### config.mk
export PLATFORM = sky130hd
export DESIGN_NAME = multicycle_ctrl_flat
export DESIGN_NICKNAME = d
export VERILOG_FILES = /design/src/rtl/multicycle_ctrl_if.sv /design/src/rtl/multicycle_ctrl.sv /design/src/flat_wrapper.sv
export SDC_FILE = /design/constraint.sdc
export NUM_CORES = 1
export LEC_CHECK = 0
export ABC_CLOCK_PERIOD_IN_PS = 2500
export BUFFER_PORTS_ARGS = -buffer_cell sky130_fd_sc_hd__buf_2
export CORE_MARGIN = 10
export CORE_UTILIZATION = 40
export DETAILED_ROUTE_END_ITERATION = 10
export HOLD_SLACK_MARGIN = 0.02
export PLACE_DENSITY = 0.69
export SETUP_SLACK_MARGIN = 0.15
export SLEW_MARGIN = 10
export SYNTH_ARGS = -nofsm -noshare
export SYNTH_HDL_FRONTEND = slang
export SYNTH_SLANG_ARGS = --single-unit
### constraint.sdc
create_clock -name clk -period 2.5 [get_ports clk]
set_clock_uncertainty 0.15 [all_clocks]
set_input_delay 0.125 -clock clk [delete_from_list [all_inputs] [get_ports clk]]
set_output_delay 0.125 -clock clk [all_outputs]
set_load 0.01 [all_outputs]
### src/rtl/multicycle_ctrl_if.sv
// Control bundle between the multicycle main controller and its datapath.
// master = controller side, slave = datapath/memory side.
interface multicycle_ctrl_if;
    logic [6:0] op;
    logic       zero;
    logic       mem_ready;

    logic       pc_update;
    logic       branch;
    logic       ir_write;
    logic       reg_write;
    logic       mem_write;
    logic       mem_req;
    logic       adr_src;
    logic [1:0] alu_src_a;
    logic [1:0] alu_src_b;
    logic [1:0] alu_op;
    logic [1:0] result_src;
    logic [1:0] imm_src;
    logic       instr_done;
    logic       trap;

    modport master (
        input  op, zero, mem_ready,
        output pc_update, branch, ir_write, reg_write, mem_write, mem_req,
               adr_src, alu_src_a, alu_src_b, alu_op, result_src, imm_src,
               instr_done, trap
    );

    modport slave (
        output op, zero, mem_ready,
        input  pc_update, branch, ir_write, reg_write, mem_write, mem_req,
               adr_src, alu_src_a, alu_src_b, alu_op, result_src, imm_src,
               instr_done, trap
    );
endinterface

### src/rtl/multicycle_ctrl.sv
// Moore main controller for a multicycle RV32I subset (lw, sw, R, I-ALU, beq, jal).
// Latency with memory ready: lw 5, sw 4, R/I 4, beq 3, jal 4 cycles.
// Backpressure: FETCH, MEMREAD and MEMWR hold while mem_ready is low (MEM_HANDSHAKE=1).
module multicycle_ctrl #(
    parameter bit MEM_HANDSHAKE = 1'b1
) (
    input  logic                clk,
    input  logic                reset_n,
    multicycle_ctrl_if.master   bus
);

    typedef enum logic [3:0] {
        FETCH   = 4'd0,
        DECODE  = 4'd1,
        MEMADR  = 4'd2,
        MEMREAD = 4'd3,
        MEMWB   = 4'd4,
        MEMWR   = 4'd5,
        EXECR   = 4'd6,
        EXECI   = 4'd7,
        ALUWB   = 4'd8,
        BEQ     = 4'd9,
        JAL     = 4'd10,
        TRAP    = 4'd11
    } state_t;

    typedef struct packed {
        logic       pc_update;
        logic       branch;
        logic       ir_write;
        logic       reg_write;
        logic       mem_write;
        logic       mem_req;
        logic       adr_src;
        logic [1:0] alu_src_a;
        logic [1:0] alu_src_b;
        logic [1:0] alu_op;
        logic [1:0] result_src;
        logic       instr_done;
        logic       trap;
    } ctl_t;

    localparam logic [6:0] OP_LW   = 7'b0000011;
    localparam logic [6:0] OP_SW   = 7'b0100011;
    localparam logic [6:0] OP_R    = 7'b0110011;
    localparam logic [6:0] OP_I    = 7'b0010011;
    localparam logic [6:0] OP_BEQ  = 7'b1100011;
    localparam logic [6:0] OP_JAL  = 7'b1101111;

    state_t state;
    state_t state_nxt;
    ctl_t   ctl_q;
    logic   rdy;
    logic   legal;
    logic   en;
    logic   unused_ok;

    assign rdy       = MEM_HANDSHAKE ? bus.mem_ready : 1'b1;
    assign unused_ok = bus.zero;

    // Unconditional decode per state; rdy-qualified enables are masked afterwards.
    function automatic ctl_t decode(input state_t s);
        ctl_t c;
        c = '0;
        case (s)
            FETCH: begin
                c.mem_req    = 1'b1;
                c.alu_src_b  = 2'b10;
                c.result_src = 2'b10;
                c.ir_write   = 1'b1;
                c.pc_update  = 1'b1;
            end
            DECODE: begin
                c.alu_src_a = 2'b01;
                c.alu_src_b = 2'b01;
            end
            MEMADR: begin
                c.alu_src_a = 2'b10;
                c.alu_src_b = 2'b01;
            end
            MEMREAD: begin
                c.mem_req = 1'b1;
                c.adr_src = 1'b1;
            end
            MEMWB: begin
                c.result_src = 2'b01;
                c.reg_write  = 1'b1;
                c.instr_done = 1'b1;
            end
            MEMWR: begin
                c.mem_req    = 1'b1;
                c.adr_src    = 1'b1;
                c.mem_write  = 1'b1;
                c.instr_done = 1'b1;
            end
            EXECR: begin
                c.alu_src_a = 2'b10;
                c.alu_op    = 2'b10;
            end
            EXECI: begin
                c.alu_src_a = 2'b10;
                c.alu_src_b = 2'b01;
                c.alu_op    = 2'b10;
            end
            ALUWB: begin
                c.reg_write  = 1'b1;
                c.instr_done = 1'b1;
            end
            BEQ: begin
                c.alu_src_a  = 2'b10;
                c.alu_op     = 2'b01;
                c.branch     = 1'b1;
                c.instr_done = 1'b1;
            end
            JAL: begin
                c.alu_src_a = 2'b01;
                c.alu_src_b = 2'b10;
                c.pc_update = 1'b1;
            end
            TRAP: begin
                c.trap = 1'b1;
            end
            default: c = '0;
        endcase
        return c;
    endfunction

    always_comb begin
        state_nxt = FETCH;
        case (state)
            FETCH:   state_nxt = rdy ? DECODE : FETCH;
            DECODE: begin
                case (bus.op)
                    OP_LW, OP_SW: state_nxt = MEMADR;
                    OP_R:         state_nxt = EXECR;
                    OP_I:         state_nxt = EXECI;
                    OP_BEQ:       state_nxt = BEQ;
                    OP_JAL:       state_nxt = JAL;
                    default:      state_nxt = TRAP;
                endcase
            end
            MEMADR:  state_nxt = (bus.op == OP_LW) ? MEMREAD : MEMWR;
            MEMREAD: state_nxt = rdy ? MEMWB : MEMREAD;
            MEMWB:   state_nxt = FETCH;
            MEMWR:   state_nxt = rdy ? FETCH : MEMWR;
            EXECR:   state_nxt = ALUWB;
            EXECI:   state_nxt = ALUWB;
            ALUWB:   state_nxt = FETCH;
            BEQ:     state_nxt = FETCH;
            JAL:     state_nxt = ALUWB;
            TRAP:    state_nxt = TRAP;
            default: state_nxt = FETCH;
        endcase
    end

    always_ff @(posedge clk or negedge reset_n) begin
        if (!reset_n) begin
            state <= FETCH;
            ctl_q <= decode(FETCH);
        end else begin
            state <= state_nxt;
            ctl_q <= decode(state_nxt);
        end
    end

    // A corrupted state register must not leak stale registered controls.
    assign legal = (state <= TRAP);
    assign en    = reset_n & legal;

    always_comb begin
        bus.pc_update  = ctl_q.pc_update & en & ((state == FETCH) ? rdy : 1'b1);
        bus.ir_write   = ctl_q.ir_write  & en & rdy;
        bus.branch     = ctl_q.branch    & en;
        bus.reg_write  = ctl_q.reg_write & en;
        bus.mem_write  = ctl_q.mem_write & en;
        bus.mem_req    = ctl_q.mem_req   & en;
        bus.instr_done = ctl_q.instr_done & en & ((state == MEMWR) ? rdy : 1'b1);
        bus.adr_src    = ctl_q.adr_src & legal;
        bus.alu_src_a  = ctl_q.alu_src_a  & {2{legal}};
        bus.alu_src_b  = ctl_q.alu_src_b  & {2{legal}};
        bus.alu_op     = ctl_q.alu_op     & {2{legal}};
        bus.result_src = ctl_q.result_src & {2{legal}};
        bus.trap       = ctl_q.trap & legal;
    end

    always_comb begin
        case (bus.op)
            OP_LW, OP_I: bus.imm_src = 2'b00;
            OP_SW:       bus.imm_src = 2'b01;
            OP_BEQ:      bus.imm_src = 2'b10;
            OP_JAL:      bus.imm_src = 2'b11;
            default:     bus.imm_src = 2'b00;
        endcase
    end

endmodule
### src/flat_wrapper.sv
// flat-port wrapper written by rule: the top's interface ports become plain ports
module multicycle_ctrl_flat 
#(
    parameter bit MEM_HANDSHAKE = 1'b1
)
  (clk, reset_n, bus_op, bus_zero, bus_mem_ready, bus_pc_update, bus_branch, bus_ir_write, bus_reg_write, bus_mem_write, bus_mem_req, bus_adr_src, bus_alu_src_a, bus_alu_src_b, bus_alu_op, bus_result_src, bus_imm_src, bus_instr_done, bus_trap);
  multicycle_ctrl_if bus_i ();
  input  logic clk;
  input  logic reset_n;
  input wire logic [$bits(bus_i.op)-1:0] bus_op;
  input wire logic [$bits(bus_i.zero)-1:0] bus_zero;
  input wire logic [$bits(bus_i.mem_ready)-1:0] bus_mem_ready;
  output wire logic [$bits(bus_i.pc_update)-1:0] bus_pc_update;
  output wire logic [$bits(bus_i.branch)-1:0] bus_branch;
  output wire logic [$bits(bus_i.ir_write)-1:0] bus_ir_write;
  output wire logic [$bits(bus_i.reg_write)-1:0] bus_reg_write;
  output wire logic [$bits(bus_i.mem_write)-1:0] bus_mem_write;
  output wire logic [$bits(bus_i.mem_req)-1:0] bus_mem_req;
  output wire logic [$bits(bus_i.adr_src)-1:0] bus_adr_src;
  output wire logic [$bits(bus_i.alu_src_a)-1:0] bus_alu_src_a;
  output wire logic [$bits(bus_i.alu_src_b)-1:0] bus_alu_src_b;
  output wire logic [$bits(bus_i.alu_op)-1:0] bus_alu_op;
  output wire logic [$bits(bus_i.result_src)-1:0] bus_result_src;
  output wire logic [$bits(bus_i.imm_src)-1:0] bus_imm_src;
  output wire logic [$bits(bus_i.instr_done)-1:0] bus_instr_done;
  output wire logic [$bits(bus_i.trap)-1:0] bus_trap;
  assign bus_i.op = bus_op;
  assign bus_i.zero = bus_zero;
  assign bus_i.mem_ready = bus_mem_ready;
  assign bus_pc_update = bus_i.pc_update;
  assign bus_branch = bus_i.branch;
  assign bus_ir_write = bus_i.ir_write;
  assign bus_reg_write = bus_i.reg_write;
  assign bus_mem_write = bus_i.mem_write;
  assign bus_mem_req = bus_i.mem_req;
  assign bus_adr_src = bus_i.adr_src;
  assign bus_alu_src_a = bus_i.alu_src_a;
  assign bus_alu_src_b = bus_i.alu_src_b;
  assign bus_alu_op = bus_i.alu_op;
  assign bus_result_src = bus_i.result_src;
  assign bus_imm_src = bus_i.imm_src;
  assign bus_instr_done = bus_i.instr_done;
  assign bus_trap = bus_i.trap;
  multicycle_ctrl #(.MEM_HANDSHAKE(MEM_HANDSHAKE)) u_core (.clk(clk), .reset_n(reset_n), .bus(bus_i));
endmodule
Yosys cells after proc, flatten, opt, wreduce, memory -nomap -nowiden. Index checks and enable logic that the tools add are counted.

Logic and storage cells: 92. Output and inout port bits: 19. Flip-flop bits (word level): 21. Input bits: 11.

Reductions and logical operators: 13. Bitwise logic cells: 17. Order comparisons: 1. Mux-type cells: 22. Eq/ne operators: 25.

Operators with widths (number): $eq A4 B3 Y1 const B (7); $pmux W4 S7 (1); $eq A4 B4 Y1 const B (6); $pmux W4 S5 (1); $eq A4 B2 Y1 const B (4); $pmux W2 S2 (4); $eq A7 B6 Y1 const B (2); $eq A7 B7 Y1 const B (2); $and A1 B1 Y1 (13); $mux W1 (12); $reduce_or A2 Y1 (6); $mux W3 (3); $reduce_or A3 Y1 (3); $and A2 B2 Y2 (4); $eq A4 B1 Y1 const B (2); $logic_not A4 Y1 (2); $reduce_or A4 Y1 (2); $eq A7 B2 Y1 const B (1); $eq A7 B5 Y1 const B (1); $pmux W2 S3 (1); $le A4 B4 Y1 const B (1).

Logic depth before layout (Yosys ltp).
Depth in word-level cells: 7. Depth in mapped cells: 8. Gate-level depth less buffers: 6.

Worst setup path after synthesis. No wires, ideal clock.

Path type: register to register. From: register u_core.state[2]. To: register u_core.ctl_q[6] in the netlist's numbering. Slack: 0.466 ns. Arrival time: 1.815 ns. Setup time: 0.069 ns. Clock period less this slack: 2.034 ns. Path buffers: 0. Required time: 2.281 ns. Cell stages (with the launch flop): 6. Cells stage by stage: dfrtp_1 > or4b_1 > nor4_2 > o311ai_1 > or4_1 > nand3_1.

Cells in the longest elaborated chain, start to end: 6. Elaborated cells between the ends (all ways): 19. Classes of those cells: eq/ne: 12; mux: 2; reduce/logical: 5.

RTL lines: start, declared (RTL line multicycle_ctrl.sv:50) `state_t state;`; start signal, assigned (RTL line multicycle_ctrl.sv:161) `state <= state_nxt;`; $eq A4 B3 Y1 or $eq A4 B4 Y1 (tied branches) (RTL line multicycle_ctrl.sv:130) `case (state)`; $reduce_or A3 Y1 (no source line); $pmux W4 S7 * (RTL line multicycle_ctrl.sv:130); $eq A4 B1 Y1, or another cell as far along (RTL line multicycle_ctrl.sv:65) `case (s)`; $reduce_or A3 Y1 (no source line) or $reduce_or A2 Y1 (tied branches); $pmux W2 S2 * (RTL line multicycle_ctrl.sv:65); end signal, assigned (RTL line multicycle_ctrl.sv:159) `ctl_q <= decode(FETCH);`; end signal, assigned (RTL line multicycle_ctrl.sv:162) `ctl_q <= decode(state_nxt);`; end, declared (RTL line multicycle_ctrl.sv:52) `ctl_t ctl_q;`.

Mark *: on every way between the ends. The rest lies on a longest branch, timed or not.

Worst setup path after layout.
From: register u_core.state[1]. To: register u_core.ctl_q[9] in the netlist's numbering.

Cells in the longest elaborated chain, start to end: 6. Elaborated cells between the ends (all ways): 20. Classes of those cells: eq/ne: 14; mux: 2; reduce/logical: 4.

RTL lines: $eq A4 B3 Y1 or $eq A4 B4 Y1 (tied branches) (RTL line multicycle_ctrl.sv:130); $reduce_or A3 Y1 (no source line); $pmux W4 S7 * (RTL line multicycle_ctrl.sv:130); named net u_core.state_nxt[3] (RTL line multicycle_ctrl.sv:51) `state_t state_nxt;`; $eq A4 B3 Y1, or another cell as far along (RTL line multicycle_ctrl.sv:65); $reduce_or A4 Y1 (no source line) or $reduce_or A2 Y1 (tied branches); $pmux W2 S2 * (RTL line multicycle_ctrl.sv:65).

Mark *: on every way through the listed nets, which the timed path passes. The rest lies on a longest branch.

==> results.ini <==
[status]
status = finished, final reports clean

[timing]
whs_ns = 0.0382
hold_viol_final = 0
grt_setup_unrepaired = false
setup_tns_ns = 0
fmaxAchievable_mhz = 454
post-route-period-util = 0.881
period_needed_ns = 2.20
slew_headroom = 0.656
maxSlewViolCount = 0
finalSetupViolations = 0
worst_slew_pin_slew_ns = 0.517

[finish]
fin_util = 0.521
final_cell_mix = 28 x buf_2, 14 x dfrtp_1, 11 x and2_1, 10 x nand2_1, 8 x nor2_1
antenna_cells = 0
final_layout_size_suffix_gt1_frac = 0.331
layout_commonest_cell = buf_2
design_area_um2 = 1440
final_cells = 191
nets = 172
syn_to_final_growth_pct = 23.6

[logic_synthesis]
synthTopCellsByArea = dfrtp_1 34%, dfstp_2 9.0%, and2_1 5.9%
synth_compound_area_frac = 0.153
ys_ff_latch = 20
synthCells = 127
synthMuxAreaShare = 0
synth_top_cell_by_area = dfrtp_1
synthAdderAreaFrac = 0
synth-edff-count = 0
synth_top_family_by_area = simple AND/OR/NAND/NOR gates
yosys.area_share.simple = 0.363
ys_seq_area_frac = 0.435
async_flop_share = 1.00
synth_nets = 138
synthXorXnorAreaFrac = 0.00753
avgSynthCellArea_um2 = 9.15
synthFlopType = dfrtp_1
synthesis.area_um2 = 1160
yosysTopAreaCellShare = 0.344
yosysWarnings = 0
ys_types = 45

[detailed_routing]
via_per_inst = 5.46
drcViolationCount = 0
wirelength_mm = 2.76
vias = 1043
firstDrtPassIters = 7
drtAntennaViolNets = 0
avgRoutedWirePerCell_um = 14.5
drt-initial-drc-count = 57

[global_route]
grt_pass1_wl_mm = 4.46
top_usage_layer = met2
grt_pass1_vias = 1013
grt_util_met1 = 0.123
grtUsageTotal = 0.0991
grt_use_met2 = 0.169
grtUsageMet3 = 0.0135
gr-total-overflow = 0
grt_antenna_before_repair = 0
grt_max_degree = 28

[power]
sw_frac_of_total = 0.401
power_frac_seq = 0.329
pwr-share-clk = 0.157
ir_drop_v = 0.000673
switchingPower_uw = 654
power_density_nw_per_um2 = 1140
p_int_uw = 978
p_comb_frac = 0.514
p_leak_nw = 0.730

[min_path]
hold_path.class = input pin to flip-flop

[die]
rows = 19
die_h_um = 73.9
initial_utilization = 0.422
io_pins = 30
die_area_um2 = 5460
core_um2 = 2760
fp.dieW_um = 73.9

[clock_tree]
htree_levels = 1
clk_latency_ns = 0.30
cts.sinks = 20
clk_pin_slew_worst_paths_ns = 0.11
cts_root_buf = clkbuf_4
cts_buffers = 3
clockBufferDepth = 2
cts_tree = yes

[critical_path]
required_ns = 2.54
path_class = flip-flop to flip-flop
path_max_fanout = 12
path_cells = or4b_1 > a21o_1 > and2_0 > inv_2 > nor2_1 > a211o_1
critPathSlowestCell = or4b_1
critPathArrivalTime_ns = 2.24
cp.buffers_inverters = 1
cp_slowest_stage_delay_ns = 0.58
rrSetupSlack_ns = 0.30
critPathLaunchType = flip-flop
cp_top_family = simple AND/OR/NAND/NOR gates
end_kind = flip-flop

[placement]
hpwlAfterDp_mm = 2.10
dpl_cell_area_um2 = 1340
port-buffer-count = 28
dpl.cell_count = 183
gp_congestion = 0.784

[flow_run]
cap_viol_max_count = 0

-- logic make-up after synthesis --
| group | after synthesis |
|---|---|
| buf+inv | 12 |
| simple gates | 68 |
| compound gates | 26 |
| xor+xnor | 1 |
| flops | 20 |
-- sequential cells by signal, summed over array words and instances (netlist names) --
register	cells
u_core.ctl_q	16
u_core.state	4
-- final cells by class --
type	count	area, µm²
flip-flops and latches	20	508
well taps	31	38.8
clock buffers	3	22.5
inverters	6	22.5
clock inverters	1	30.0
repair buffers	35	198
fillers	260	1320
multi-input cells	95	617
-- Yosys cell counts, types with 2 or more instances --
cell type and instances:
inv_2 3, and4b_1 2, and4_1 2, a31oi_1 2, nor3_1 4, o211ai_1 2, and2_1 11, nand3b_1 2
buf_2 3, or4b_1 2, clkbuf_1 3, inv_1 3, a21o_1 2, nand2_1 10, nand2b_1 2, dfrtp_1 16
nand3_1 6, a21oi_1 7, dfstp_2 4, nor2_1 8, nor3b_1 2, nor2b_1 2, and3_1 4, o21ai_0 3
nor4b_1 2
-- layer usage --
| layer | up-vias | part of all wire |
|---|---|---|
| li1 | 528 | - |
| met1 | 480 | 0.45 |
| met2 | 29 | 0.49 |
| met3 | 6 | 0.048 |
| met4 | 0 | 0.014 |
| met5 | - | 0 |
-- per-stage QoR --
step / power [mW] / setup slack (ns)
6_report: 1.63 / 0.298
5_1_grt: 1.77 / 0.177
4_1_cts: 1.61 / 0.196
3_5_place_dp: 1.34 / 0.214
3_3_place_gp: 1.33 / 0.279
2_1_floorplan: 1.11 / 0.466
-- path summary, 6_finish.rpt --
path | start | to | cells after the start
hold reg to reg | u_core.state[0]$_DFF_PN0_ | u_core.ctl_q[2]$_DFF_PN0_ | 1
setup / recovery | u_core.state[1]$_DFF_PN0_ | u_core.ctl_q[9]$_DFF_PN0_ | 6
min in group asynchronous | reset_n | u_core.ctl_q[2]$_DFF_PN0_ | 2
setup reg to reg | u_core.state[1]$_DFF_PN0_ | u_core.ctl_q[9]$_DFF_PN0_ | 6
max in group asynchronous | reset_n | u_core.ctl_q[11]$_DFF_PN1_ | 2
hold / removal | bus_mem_ready | u_core.ctl_q[2]$_DFF_PN0_ | 2
-- repair_timing --
item | CTS | global route
hold buffers | 2 | 0
setup buffers | 0 | 2
resized for setup | 0 | 4
setup endpoints to repair | 0 | 9
endpoints found under the hold margin | 21 | 0
-- power groups by stage --
stage	clock, mW	combinational [mW]	sequential (mW)
after floorplan	0	0.618	0.495
after global placement	0	0.787	0.539
after detailed placement	0	0.798	0.544
after CTS	0.262	0.807	0.538
after global routing	0.276	0.942	0.550
final	0.256	0.839	0.537
No activity file was read; power rests on OpenSTA's default activity.
